`src/rtl/jleugeri_button_conditioner.sv`:
```
// jleugeri_button_conditioner: per-channel synchronizer, debouncer and press/release/long-press pulse generator
//
// Ports:
//   clk          system clock, all state on the rising edge
//   rst_n        asynchronous active-low reset
//   ena          block enable; while low, counters held at 0, level held, pulses 0
//   btn_raw      raw asynchronous button pins (active-high)
//   btn_level    debounced registered level
//   btn_press    one-cycle pulse on accepted 0->1
//   btn_release  one-cycle pulse on accepted 1->0
//   btn_long     one-cycle pulse when a held press reaches LONG_PRESS_CYCLES
//
// Optional feature: define BUTTON_LONG_PRESS_EN to build the hold counters;
// otherwise btn_long is tied to 0.
module jleugeri_button_conditioner #(
    parameter int N_BUTTONS         = 4,
    parameter int DEBOUNCE_CYCLES   = 1000,
    parameter int LONG_PRESS_CYCLES = 50000
) (
    input  logic                 clk,
    input  logic                 rst_n,
    input  logic                 ena,
    input  logic [N_BUTTONS-1:0] btn_raw,
    output logic [N_BUTTONS-1:0] btn_level,
    output logic [N_BUTTONS-1:0] btn_press,
    output logic [N_BUTTONS-1:0] btn_release,
    output logic [N_BUTTONS-1:0] btn_long
);
    localparam int DW = $clog2(DEBOUNCE_CYCLES);
    localparam logic [DW-1:0] DB_MAX = DW'(DEBOUNCE_CYCLES - 1);
`ifdef BUTTON_LONG_PRESS_EN
    localparam int LW = $clog2(LONG_PRESS_CYCLES);
    localparam logic [LW-1:0] LP_MAX = LW'(LONG_PRESS_CYCLES - 1);
`endif

    logic [N_BUTTONS-1:0] r_sync1, r_sync2;

    // Synchronizers run regardless of ena so the level is fresh when re-enabled.
    always_ff @(posedge clk or negedge rst_n) begin
        if (!rst_n) begin
            r_sync1 <= '0;
            r_sync2 <= '0;
        end else begin
            r_sync1 <= btn_raw;
            r_sync2 <= r_sync1;
        end
    end

    for (genvar g = 0; g < N_BUTTONS; g++) begin : g_ch
        logic [DW-1:0] r_db_cnt;
        logic          r_level, r_press, r_release;
        logic          w_mismatch, w_toggle;

        assign w_mismatch = ena && (r_sync2[g] != r_level);
        // The D-th consecutive mismatching cycle accepts the new level.
        assign w_toggle   = w_mismatch && (r_db_cnt == DB_MAX);

        always_ff @(posedge clk or negedge rst_n) begin
            if (!rst_n) begin
                r_db_cnt  <= '0;
                r_level   <= 1'b0;
                r_press   <= 1'b0;
                r_release <= 1'b0;
            end else begin
                r_db_cnt  <= (w_mismatch && !w_toggle) ? r_db_cnt + 1'b1 : '0;
                r_level   <= r_level ^ w_toggle;
                r_press   <= w_toggle && !r_level;
                r_release <= w_toggle && r_level;
            end
        end

        assign btn_level[g]   = r_level;
        assign btn_press[g]   = r_press;
        assign btn_release[g] = r_release;

`ifdef BUTTON_LONG_PRESS_EN
        logic [LW-1:0] r_hold_cnt;
        logic          r_long, r_long_done;
        logic          w_hold;

        assign w_hold = ena && r_level;

        // Counter saturates at LP_MAX; r_long_done blocks repeat pulses until release.
        always_ff @(posedge clk or negedge rst_n) begin
            if (!rst_n) begin
                r_hold_cnt  <= '0;
                r_long      <= 1'b0;
                r_long_done <= 1'b0;
            end else begin
                r_hold_cnt  <= !w_hold ? '0 : (r_hold_cnt == LP_MAX) ? r_hold_cnt : r_hold_cnt + 1'b1;
                r_long      <= w_hold && (r_hold_cnt == LP_MAX) && !r_long_done;
                r_long_done <= w_hold && (r_long_done || (r_hold_cnt == LP_MAX));
            end
        end

        assign btn_long[g] = r_long;
`else
        assign btn_long[g] = 1'b0;
`endif
    end
endmodule
```
`config.mk`:
```
export PLATFORM = sky130hd
export DESIGN_NAME = jleugeri_button_conditioner
export DESIGN_NICKNAME = d
export VERILOG_FILES = /design/src/rtl/jleugeri_button_conditioner.sv
export SDC_FILE = /design/constraint.sdc
export NUM_CORES = 1
export LEC_CHECK = 0
export ABC_AREA = 0
export CAP_MARGIN = 20
export CORE_MARGIN = 2
export CORE_UTILIZATION = 52
export CTS_CLUSTER_DIAMETER = 60
export DETAILED_ROUTE_END_ITERATION = 10
export GPL_TIMING_DRIVEN = 0
export HOLD_SLACK_MARGIN = 0.08
export PLACE_DENSITY = 0.84
export REMOVE_ABC_BUFFERS = 1
export SLEW_MARGIN = 10
export SYNTH_ARGS = -nofsm -noshare
export SYNTH_HDL_FRONTEND = slang
export SYNTH_SLANG_ARGS = --single-unit
```
`constraint.sdc`:
```
create_clock -name clk -period 1.48 [get_ports clk]
set_input_delay 0.222 -clock clk [delete_from_list [all_inputs] [get_ports clk]]
set_output_delay 0.222 -clock clk [all_outputs]
set_load 0.005 [all_outputs]
```
==> out/qor.csv, run 1 <==
metric,value,unit
pwr dens,998.6,nW/um^2
CP peak stage delay,0.44,ns
sequential power share,49.3,%
fraction of layout cells with a size suffix above 1,21.43,%
ys async rst share,100.0,%
CTS Buf Count,9,
Crit. End Element,flip-flop,
Nets,322,
Finish-stage setup viols,2,
pre-CTS setup slack,-0.3262,ns
Synth cell types,31,
Worst EP required,1.77,ns
fin crit share,102.4,%
I/O pins,23,
Yosys top cell area share,53.84,%
antenna violations before repair,0,
post-route ant nets,0,
Synth Cell Area,2789,um^2
Power Total,3.396,mW
commonest cells in the netlist,"dfrtp_1, nor2_1, nand3_1",
Starting Density,54.26,%
Bufs on Longest Clock Path,2,
Synthesis Warnings,0,
"Avg Cell Area, Syn",10.25,um^2
NetSw,716.2,uW
failing checks,setup timing,
Rows,26,
max-cap violations,0,
detailed-router iteration count before antenna repair,4,
fmax,0.6595,GHz
switching share of power,21.09,%
clk slew on worst S/H paths,0.07,ns
Core Footprint,5140,um^2
worst ir drop on vdd,0.6483,mV
setup TNS,-0.04147,ns
largest area contributor in the netlist,dfrtp_1,
Hold WS,0.3146,ns
adder-cell share of the synthesized area,5.384,%
global-route wire length before repair,8700,um
vias per cell,5.561,
outcome,"finished, violations left",
clk sinks,60,
CP Data Arrival Time,1.80,ns
"wirelength, routed",5349,um
Reg2Reg Setup Slack,-0.04,ns
htree depth,3,
Hold Path Class,in2reg,
GRT Overall Usage,18.44,%
die height,77.24,um
CP startpoint kind,flip-flop,
DR vias,2102,
DR iter-0 viols,190,
"FF+latch count, synth",60,
Placer Congestion,0.8511,
compound-gate portion of the synthesized area,7.851,%
CTS tree,done,
Most used DFF post-synth,dfrtp_1,
number of global-route vias before repair,1986,
internal power,2.680,mW
worst slew pin tran,0.7286,ns
Die Area,5965,um^2
die width,77.24,um
CP max-delay cell,dfrtp_2,
critical-path maximum fanout,4,
main combinational cell family by area after synthesis,simple AND/OR/NAND/NOR gates,
Antenna diodes,0,
Relative slew margins,51.43,%
drt drc,0,
Routed WL per cell,14.15,um
P&R area growth vs syn,21.94,%
Post-Synthesis Cells,272,
Combinational Power Share,3.0,%
most frequent cell after synthesis,dfrtp_1,
Clock Skews,0.009662,ns
total gr overflow,0,
"Clk Latency, worst-skew pair",0.34,ns
Final Hold Violating Endpoints,0,
clock period minus worst slack,1.516,ns
final worst slack,-0.03623,ns
post-synthesis simple-gate area fraction,20.41,%
Non-Filler Instances,378,
Clock Power Share,47.7,%
Synth area leaders,"dfrtp_1, ha_1, nor2_1, buf_4, xor2_1",
port bufs,18,
WS Path Type,reg2reg,
Post-synth EDFFs,0,
Lkg Pwr,1.410,nW
Cells after DPL,346,
RSZ-0062 raised after global routing,yes,
worst-path cell chain,nor3b_4 > nand4_1 > nor3_2 > ha_1 > inv_1,
pin count of the biggest net entering global routing,61,
Slew Limit Fails,0,
Post-DP HPWL,3369,um
Synth Area in XOR/XNOR,6.281,%
Root Buffer,clkbuf_8,
multiplexer share of the synthesized area,0,%
sequential share of the synthesized area,53.84,%
-- placed cells by master (no fill, tap or decap), types with 4 or more instances in the layout --
master / netlist / routed
ha_1: 12 / 7
nand2_2: 2 / 4
nand3_1: 19 / 17
ha_2: 0 / 4
nor2_1: 33 / 33
buf_4: 16 / 16
clkdlybuf4s50_1: 0 / 13
nand2_1: 16 / 13
a31oi_1: 5 / 5
nand4_1: 11 / 11
nand3_2: 2 / 4
conb_1: 1 / 4
a21oi_1: 15 / 15
xor2_1: 13 / 13
nor3_1: 16 / 13
dfrtp_1: 60 / 52
xnor2_1: 7 / 7
inv_1: 12 / 12
clkbuf_8: 0 / 10
dfrtp_2: 0 / 8
-- state kept, by name, summed over array words and instances (netlist names) --
signal / count
r_sync2: 4
g_ch.r_press: 4
r_sync1: 4
g_ch.r_db_cnt: 40
g_ch.r_level: 4
g_ch.r_release: 4
-- timing repair --
item	CTS	global route
endpoints found under the setup margin	23	26
resized for setup	15	24
hold buffers	1	0
pin swaps	3	12
cloned	0	0
endpoints found under the hold margin	60	0
setup buffers	2	13
-- path summary, 6_finish.rpt --
kind / startpoint / endpoint / cells after the start
max in group asynchronous: rst_n / g_ch[3].r_db_cnt[2]$_DFF_PN0_ / 2
hold reg to reg: r_sync1[3]$_DFF_PN0_ / r_sync2[3]$_DFF_PN0_ / 0
min in group asynchronous: rst_n / g_ch[1].r_db_cnt[7]$_DFF_PN0_ / 2
hold / removal: btn_raw[1] / r_sync1[1]$_DFF_PN0_ / 1
setup / recovery: g_ch[2].r_db_cnt[3]$_DFF_PN0_ / g_ch[2].r_level$_DFF_PN0_ / 5
setup reg to reg: g_ch[2].r_db_cnt[3]$_DFF_PN0_ / g_ch[2].r_level$_DFF_PN0_ / 5
-- worst max-delay path, delay by kind of cell (launching register included) --
kind,cells,cell delay [ns]
DFF,1,0.44
adders and majority gates,1,0.27
buffers and inverters,1,0.05
and+or+nand+nor,3,0.70
-- cells by family after synthesis --
kind of cell | Yosys count
AOI/OAI and AO/OA | 35
xor gates and xnor gates | 20
adders and majority gates | 12
buffers and inverters | 29
DFF | 60
other | 1
and+or+nand+nor | 115
-- power by group through the flow --
stage	Clock [mW]	Combinational (mW)	Sequential (mW)
floorplan	0	0.0375	1.70
detailed placement	0	0.0969	1.70
finish	1.62	0.103	1.67
CTS	1.64	0.101	1.67
global placement	0	0.0944	1.70
global route	1.73	0.120	1.67
-- routing by layer --
metal	track usage, %	share of wire, %	up-vias
met1	23.11	43	1030
met3	6.118	5.0	17
met4	8.929	2.6	0
met2	28.78	50	66
met5	0	0	-
li1	-	-	989
-- layout make-up --
| cell class | count | area [um^2] |
|---|---|---|
| clock inverter | 5 | 75.07 |
| clock buffer | 11 | 141.4 |
| fill | 413 | 1739 |
| sequential | 60 | 1511 |
| timing repair buffer | 34 | 299.0 |
| multi-input combinational | 186 | 1241 |
| tap | 70 | 87.58 |
| inverter | 12 | 45.04 |
-- metrics by stage --
| stage | util, % | instance area, um^2 |
|---|---|---|
| after floorplan | - | 2675 |
| after global placement | 57.25 | 2943 |
| after detailed placement | 57.21 | 2940 |
| after CTS | 62.80 | 3228 |
| after global routing | 66.16 | 3401 |
| final | 66.16 | 3401 |
(Power assumes the default switching activity.)
==> inputs of run 2 (changes only) <==
CORE_UTILIZATION = 55   (was 52)
clock period = 1.51 ns   (was 1.48 ns; I/O delays follow)
==> out/qor.csv, run 2 (synthesis gave the netlist of run 1 again) <==
metric,value,unit,change
outcome,completed,,"was finished, violations left"
P&R area growth vs syn,17.68,%,was 21.94%
Clock Skews,0.008665,ns,was 0.009662 ns
fillers,381,,was 413
"Clk Latency, worst-skew pair",0.33,ns,was 0.34 ns
die width,75.21,um,was 77.24 um
fin crit share,98.47,%,was 102.4%
worst-path cell chain,nor3b_2 > nand4_1 > nor3_2 > ha_1 > inv_1,,was nor3b_4 > nand4_1 > nor3_2 > ha_1 > inv_1
total gr overflow,0,,unchanged
setup TNS,0,ns,was -0.04147 ns
most frequent cells in the layout,"dfrtp_1, nor2_1, nand3_1",,unchanged
max-cap violations,0,,unchanged
M1 GR Usage,23.96,%,was 23.11%
CP Data Arrival Time,1.75,ns,was 1.80 ns
number of global-route vias before repair,1894,,was 1986
die height,75.21,um,was 77.24 um
Power Total,2.994,mW,was 3.396 mW
GRT Max-Usage Layer,met2,,unchanged
max reg flops,40,,unchanged
Crit. End Element,flip-flop,,unchanged
Post-DP HPWL,3401,um,was 3369 um
post-route ant nets,0,,unchanged
global-route wire length before repair,8183,um,was 8700 um
Slew Limit Fails,0,,unchanged
WS Path Type,reg2reg,,unchanged
largest register by flop count,g_ch.r_db_cnt,,unchanged
Relative slew margins,52.33,%,was 51.43%
clk slew on worst S/H paths,0.07,ns,about the same
antenna violations before repair,0,,unchanged
Starting Density,57.90,%,was 54.26%
pwr dens,912.3,nW/um^2,was 998.6 nW/um^2
Lkg Pwr,1.346,nW,was 1.410 nW
Die Area,5657,um^2,was 5965 um^2
fraction of layout cells with a size suffix above 1,17.73,%,was 21.43%
CP max-delay cell,dfrtp_1,,was dfrtp_2
Critical Path Source,g_ch[3].r_db_cnt[4]$_DFF_PN0_,,was g_ch[2].r_db_cnt[3]$_DFF_PN0_
CTS Buf Count,9,,unchanged
Worst EP required,1.77,ns,about the same
I/O pins,23,,unchanged
Reg2Reg Launch Point,g_ch[3].r_db_cnt[4]$_DFF_PN0_,,was g_ch[2].r_db_cnt[3]$_DFF_PN0_
worst slew pin tran,0.7150,ns,was 0.7286 ns
GRT Overall Usage,19.84,%,was 18.44%
DR iter-0 viols,108,,was 190
Placer Congestion,0.8621,,was 0.8511
"wirelength, routed",5335,um,was 5349 um
Bufs on Longest Clock Path,2,,unchanged
Final Hold Violating Endpoints,0,,unchanged
worst ir drop on vdd,0.5873,mV,was 0.6483 mV
CP peak stage delay,0.43,ns,was 0.44 ns
vias per cell,5.574,,was 5.561
drt drc,0,,unchanged
Routed WL per cell,14.58,um,was 14.15 um
Hold Path Class,in2reg,,unchanged
Rows,25,,was 26
clock period minus worst slack,1.487,ns,was 1.516 ns
CP top delay family,simple AND/OR/NAND/NOR gates,,unchanged
CTS tree,done,,unchanged
Finish-stage setup viols,0,,was 2
"most common cell after layout, fill and taps aside",dfrtp_1,,unchanged
Antenna diodes,0,,unchanged
critical-path maximum fanout,4,,unchanged
GR met2 Demand/Resource,31.58,%,was 28.78%
Core Footprint,4817,um^2,was 5140 um^2
detailed-router iteration count before antenna repair,4,,unchanged
clk sinks,60,,unchanged
RSZ-0062 raised after global routing,yes,,unchanged
port bufs,18,,unchanged
pin count of the biggest net entering global routing,61,,unchanged
met3 usage,7.764,%,was 6.118%
HP Start,btn_raw[1],,unchanged
CP startpoint kind,flip-flop,,unchanged
htree depth,3,,unchanged
fmax,0.6725,GHz,was 0.6595 GHz
Nets,314,,was 322
Root Buffer,clkbuf_8,,unchanged
Worst Path Buf+Inv,1,,unchanged
DR vias,2040,,was 2102
-- run 2: cell types whose count changed in the layout (fill, tap and decap cells not counted), sizes merged --
cell	before	now
buf	16	8
clkbuf	11	13
bufinv	2	0
clkinv	3	2
dlygate4sd2	3	2
dlymetal6s2s	1	2
-- run 2: layer usage --
layer | share of wire (%) | wire [um]
met5 | 0 | 0
met4 | 1.0 | 56
met3 | 4.6 | 243
met2 | 50 | 2646
met1 | 45 | 2389
-- run 2: metrics by stage --
step           hold WS (ns)  instances  cell area [um^2]  worst slack (ns)  util (%)
4_1_cts              0.3106        360              3168         0.0004999     65.77
5_1_grt              0.3181        366              3282          -0.04649     68.13
3_5_place_dp         0.3346        343              2937           -0.3097     60.96
3_3_place_gp         0.3313        343              2939            -1.603     61.01
2_1_floorplan      -0.06909        258              2675          -0.04415         -
6_report             0.3270        366              3282           0.02311     68.13
-- run 2: cell type report --
type                            instances  area, um^2  share of cell area (%)
Multi-Input combinational cell        186        1231                   37.51
Inverter                               12       45.04                   1.372
Clock buffer                           13       158.9                   4.842
Sequential cell                        60        1510                   46.02
Timing Repair Buffer                   26       242.7                   7.396
Clock inverter                          2       10.01                  0.3050
Tap cell                               67       83.83                   2.554
-- run 2: timing repair --
action | CTS | global route
hold buffers | 1 | 0
endpoints found under the hold margin | 60 | 0
pin swaps | 2 | 8
setup buffers | 1 | 6
resized for setup | 12 | 24
endpoints found under the setup margin | 19 | 21
-- run 2: final timing paths --
check                      cells past startpoint                             to  slack, ns
min in group asynchronous                      2  g_ch[1].r_db_cnt[8]$_DFF_PN0_       0.50
hold reg to reg                                0           r_sync2[0]$_DFF_PN0_       0.35
hold / removal                                 1           r_sync1[1]$_DFF_PN0_       0.33
setup / recovery                               5      g_ch[3].r_level$_DFF_PN0_       0.02
setup reg to reg                               5      g_ch[3].r_level$_DFF_PN0_       0.02
max in group asynchronous                      2      g_ch[3].r_level$_DFF_PN0_       0.49
-- run 2: worst reg2reg max path: stages, from the launching register on --
cell	delay, ns
dfrtp_1	0.43
nor3b_2	0.25
nand4_1	0.21
nor3_2	0.22
ha_1	0.26
inv_1	0.05
-- run 2: power breakdown --
group          switching [mW]  total, mW  internal, mW
Clock                   0.580       1.25         0.671
Combinational          0.0689      0.101        0.0320
Sequential             0.0133       1.64          1.63
==> inputs of run 3 (changes only) <==
CORE_MARGIN = default   (was 2)
==> out/qor.csv, run 3 (synthesis gave the netlist of run 1 again) <==
metric,value,unit,change
outcome,completed,,unchanged
Placer Congestion,0.8655,,was 0.8621
CTS Buf Count,9,,unchanged
fraction of layout cells with a size suffix above 1,16.05,%,was 17.73%
met3 usage,6.354,%,was 7.764%
CP max-delay cell,dfrtp_1,,unchanged
switching share of power,19.42,%,was 22.12%
total gr overflow,0,,unchanged
RSZ-0062 raised after global routing,yes,,unchanged
pwr dens,1062,nW/um^2,was 912.3 nW/um^2
Clock Skews,0.007223,ns,was 0.008665 ns
Finish-stage setup viols,0,,unchanged
most frequent cells in the layout,"dfrtp_1, nor2_1, nand3_1",,unchanged
Core Footprint,4786,um^2,was 4817 um^2
Nets,313,,was 314
detailed-router iteration count before antenna repair,4,,unchanged
CP peak stage delay,0.47,ns,was 0.43 ns
Cells after DPL,343,,unchanged
worst slew pin tran,0.7171,ns,was 0.7150 ns
htree depth,3,,unchanged
Hold Path Class,in2reg,,unchanged
DR iter-0 viols,136,,was 108
number of global-route vias before repair,1854,,was 1894
CTS tree,done,,unchanged
sequential power share,46.5,%,was 54.8%
I/O pins,23,,unchanged
Combinational Power Share,2.8,%,was 3.4%
clock period minus worst slack,1.489,ns,was 1.487 ns
critical-path maximum fanout,6,,was 4
Routed WL per cell,13.54,um,was 14.58 um
GRT Overall Usage,20.80,%,was 19.84%
NetSw,685.7,uW,was 662.3 uW
WS Path Type,reg2reg,,unchanged
GR met2 Demand/Resource,32.20,%,was 31.58%
GRT Max-Usage Layer,met2,,unchanged
die height,73.21,um,was 75.21 um
Die Area,5360,um^2,was 5657 um^2
Post-DP HPWL,3163,um,was 3401 um
Relative slew margins,52.20,%,was 52.33%
pin count of the biggest net entering global routing,61,,unchanged
Clock Power Share,50.7,%,was 41.8%
clk sinks,60,,unchanged
CP startpoint kind,flip-flop,,unchanged
Root Buffer,clkbuf_8,,unchanged
post-route ant nets,0,,unchanged
die width,73.21,um,was 75.21 um
global-route wire length before repair,8114,um,was 8183 um
"wirelength, routed",4957,um,was 5335 um
Non-Filler Instances,366,,unchanged
Antenna diodes,0,,unchanged
Bufs on Longest Clock Path,2,,unchanged
Final Hold Violating Endpoints,0,,unchanged
Slew Limit Fails,0,,unchanged
largest register by flop count,g_ch.r_db_cnt,,unchanged
Crit. End Element,flip-flop,,unchanged
fin crit share,98.59,%,was 98.47%
"most common cell after layout, fill and taps aside",dfrtp_1,,unchanged
Starting Density,58.27,%,was 57.90%
setup TNS,0,ns,unchanged
Worst EP required,1.79,ns,was 1.77 ns
worst-path cell chain,nor3b_4 > nand4_1 > nor3_2 > ha_1 > inv_1,,was nor3b_2 > nand4_1 > nor3_2 > ha_1 > inv_1
final worst slack,0.02122,ns,was 0.02311 ns
DR vias,2020,,was 2040
antenna violations before repair,0,,unchanged
Hold WS,0.3293,ns,was 0.3270 ns
CP Data Arrival Time,1.77,ns,was 1.75 ns
clk slew on worst S/H paths,0.07,ns,about the same
internal power,2.845,mW,was 2.332 mW
vias per cell,5.519,,was 5.574
max-cap violations,0,,unchanged
drt drc,0,,unchanged
pre-CTS setup slack,-0.2661,ns,was -0.3097 ns
Rows,25,,unchanged
max reg flops,40,,unchanged
fmax,0.6717,GHz,was 0.6725 GHz
port bufs,18,,unchanged
P&R area growth vs syn,19.20,%,was 17.68%
worst ir drop on vdd,0.5502,mV,was 0.5873 mV
Lkg Pwr,1.376,nW,was 1.346 nW
M1 GR Usage,25.25,%,was 23.96%
"Clk Latency, worst-skew pair",0.34,ns,was 0.33 ns
fillers,359,,was 381
run 3: cell count changes in the layout (fill, tap and decap cells not counted), sizes merged:
cell	previous run	this run
buf	8	7
dlymetal6s2s	2	1
bufinv	0	3
clkdlybuf4s50	13	14
clkinv	2	1
clkbuf	13	12
run 3: critical path: cells and delay by family, from the launching register on:
kind / cells / cell delay, ns
and+or+nand+nor: 3 / 0.67
DFF: 1 / 0.47
adders and majority gates: 1 / 0.26
buffers and inverters: 1 / 0.05
run 3: stage by stage:
| step | utilization (%) | area (um^2) | total power, mW |
|---|---|---|---|
| after floorplan | - | 2675 | 1.705 |
| after global placement | 61.41 | 2939 | 1.762 |
| after detailed placement | 61.36 | 2937 | 1.765 |
| after CTS | 68.00 | 3254 | 3.557 |
| after global routing | 69.46 | 3324 | 3.656 |
| final | 69.46 | 3324 | 3.530 |
run 3: path summary, 6_finish.rpt:
kind	startpoint	slack (ns)	depth (start not counted)	endpoint
max	g_ch[2].r_db_cnt[3]$_DFF_PN0_	0.02	5	g_ch[2].r_level$_DFF_PN0_
min in group asynchronous	rst_n	0.49	2	g_ch[1].r_db_cnt[7]$_DFF_PN0_
max in group asynchronous	rst_n	0.50	2	g_ch[3].r_db_cnt[2]$_DFF_PN0_
max reg2reg	g_ch[2].r_db_cnt[3]$_DFF_PN0_	0.02	5	g_ch[2].r_level$_DFF_PN0_
min reg2reg	r_sync1[1]$_DFF_PN0_	0.35	0	r_sync2[1]$_DFF_PN0_
min	btn_raw[3]	0.33	1	r_sync1[3]$_DFF_PN0_
run 3: power groups by stage:
stage / Clock (mW) / Sequential (mW) / Combinational, mW
detailed placement: 0 / 1.67 / 0.0946
floorplan: 0 / 1.67 / 0.0368
global placement: 0 / 1.67 / 0.0921
finish: 1.79 / 1.64 / 0.0995
global route: 1.90 / 1.64 / 0.115
CTS: 1.82 / 1.64 / 0.0983
run 3: timing repair:
| item | 4_1_cts | 5_1_grt |
|---|---|---|
| hold buffers | 1 | 0 |
| gates resized for setup | 12 | 14 |
| pin swaps | 3 | 7 |
| setup buffers | 2 | 4 |
| endpoints found under the setup margin | 21 | 18 |
| hold endpoints to repair | 60 | 0 |
run 3: cell type report:
type	instances	area [um^2]	share of cell area (%)
multi-input cells	186	1209	36.36
well taps	67	83.83	2.522
repair buffers	25	232.7	7.000
flip-flops and latches	60	1504	45.24
clock buffers	12	155.1	4.667
inverters	12	45.04	1.355
clock inverters	4	95.09	2.860
run 3: routing by layer:
metal	up-vias	part of all wire (%)
li1	968	-
met1	967	44
met2	62	48
met3	23	4.6
met4	0	3.2
met5	-	0
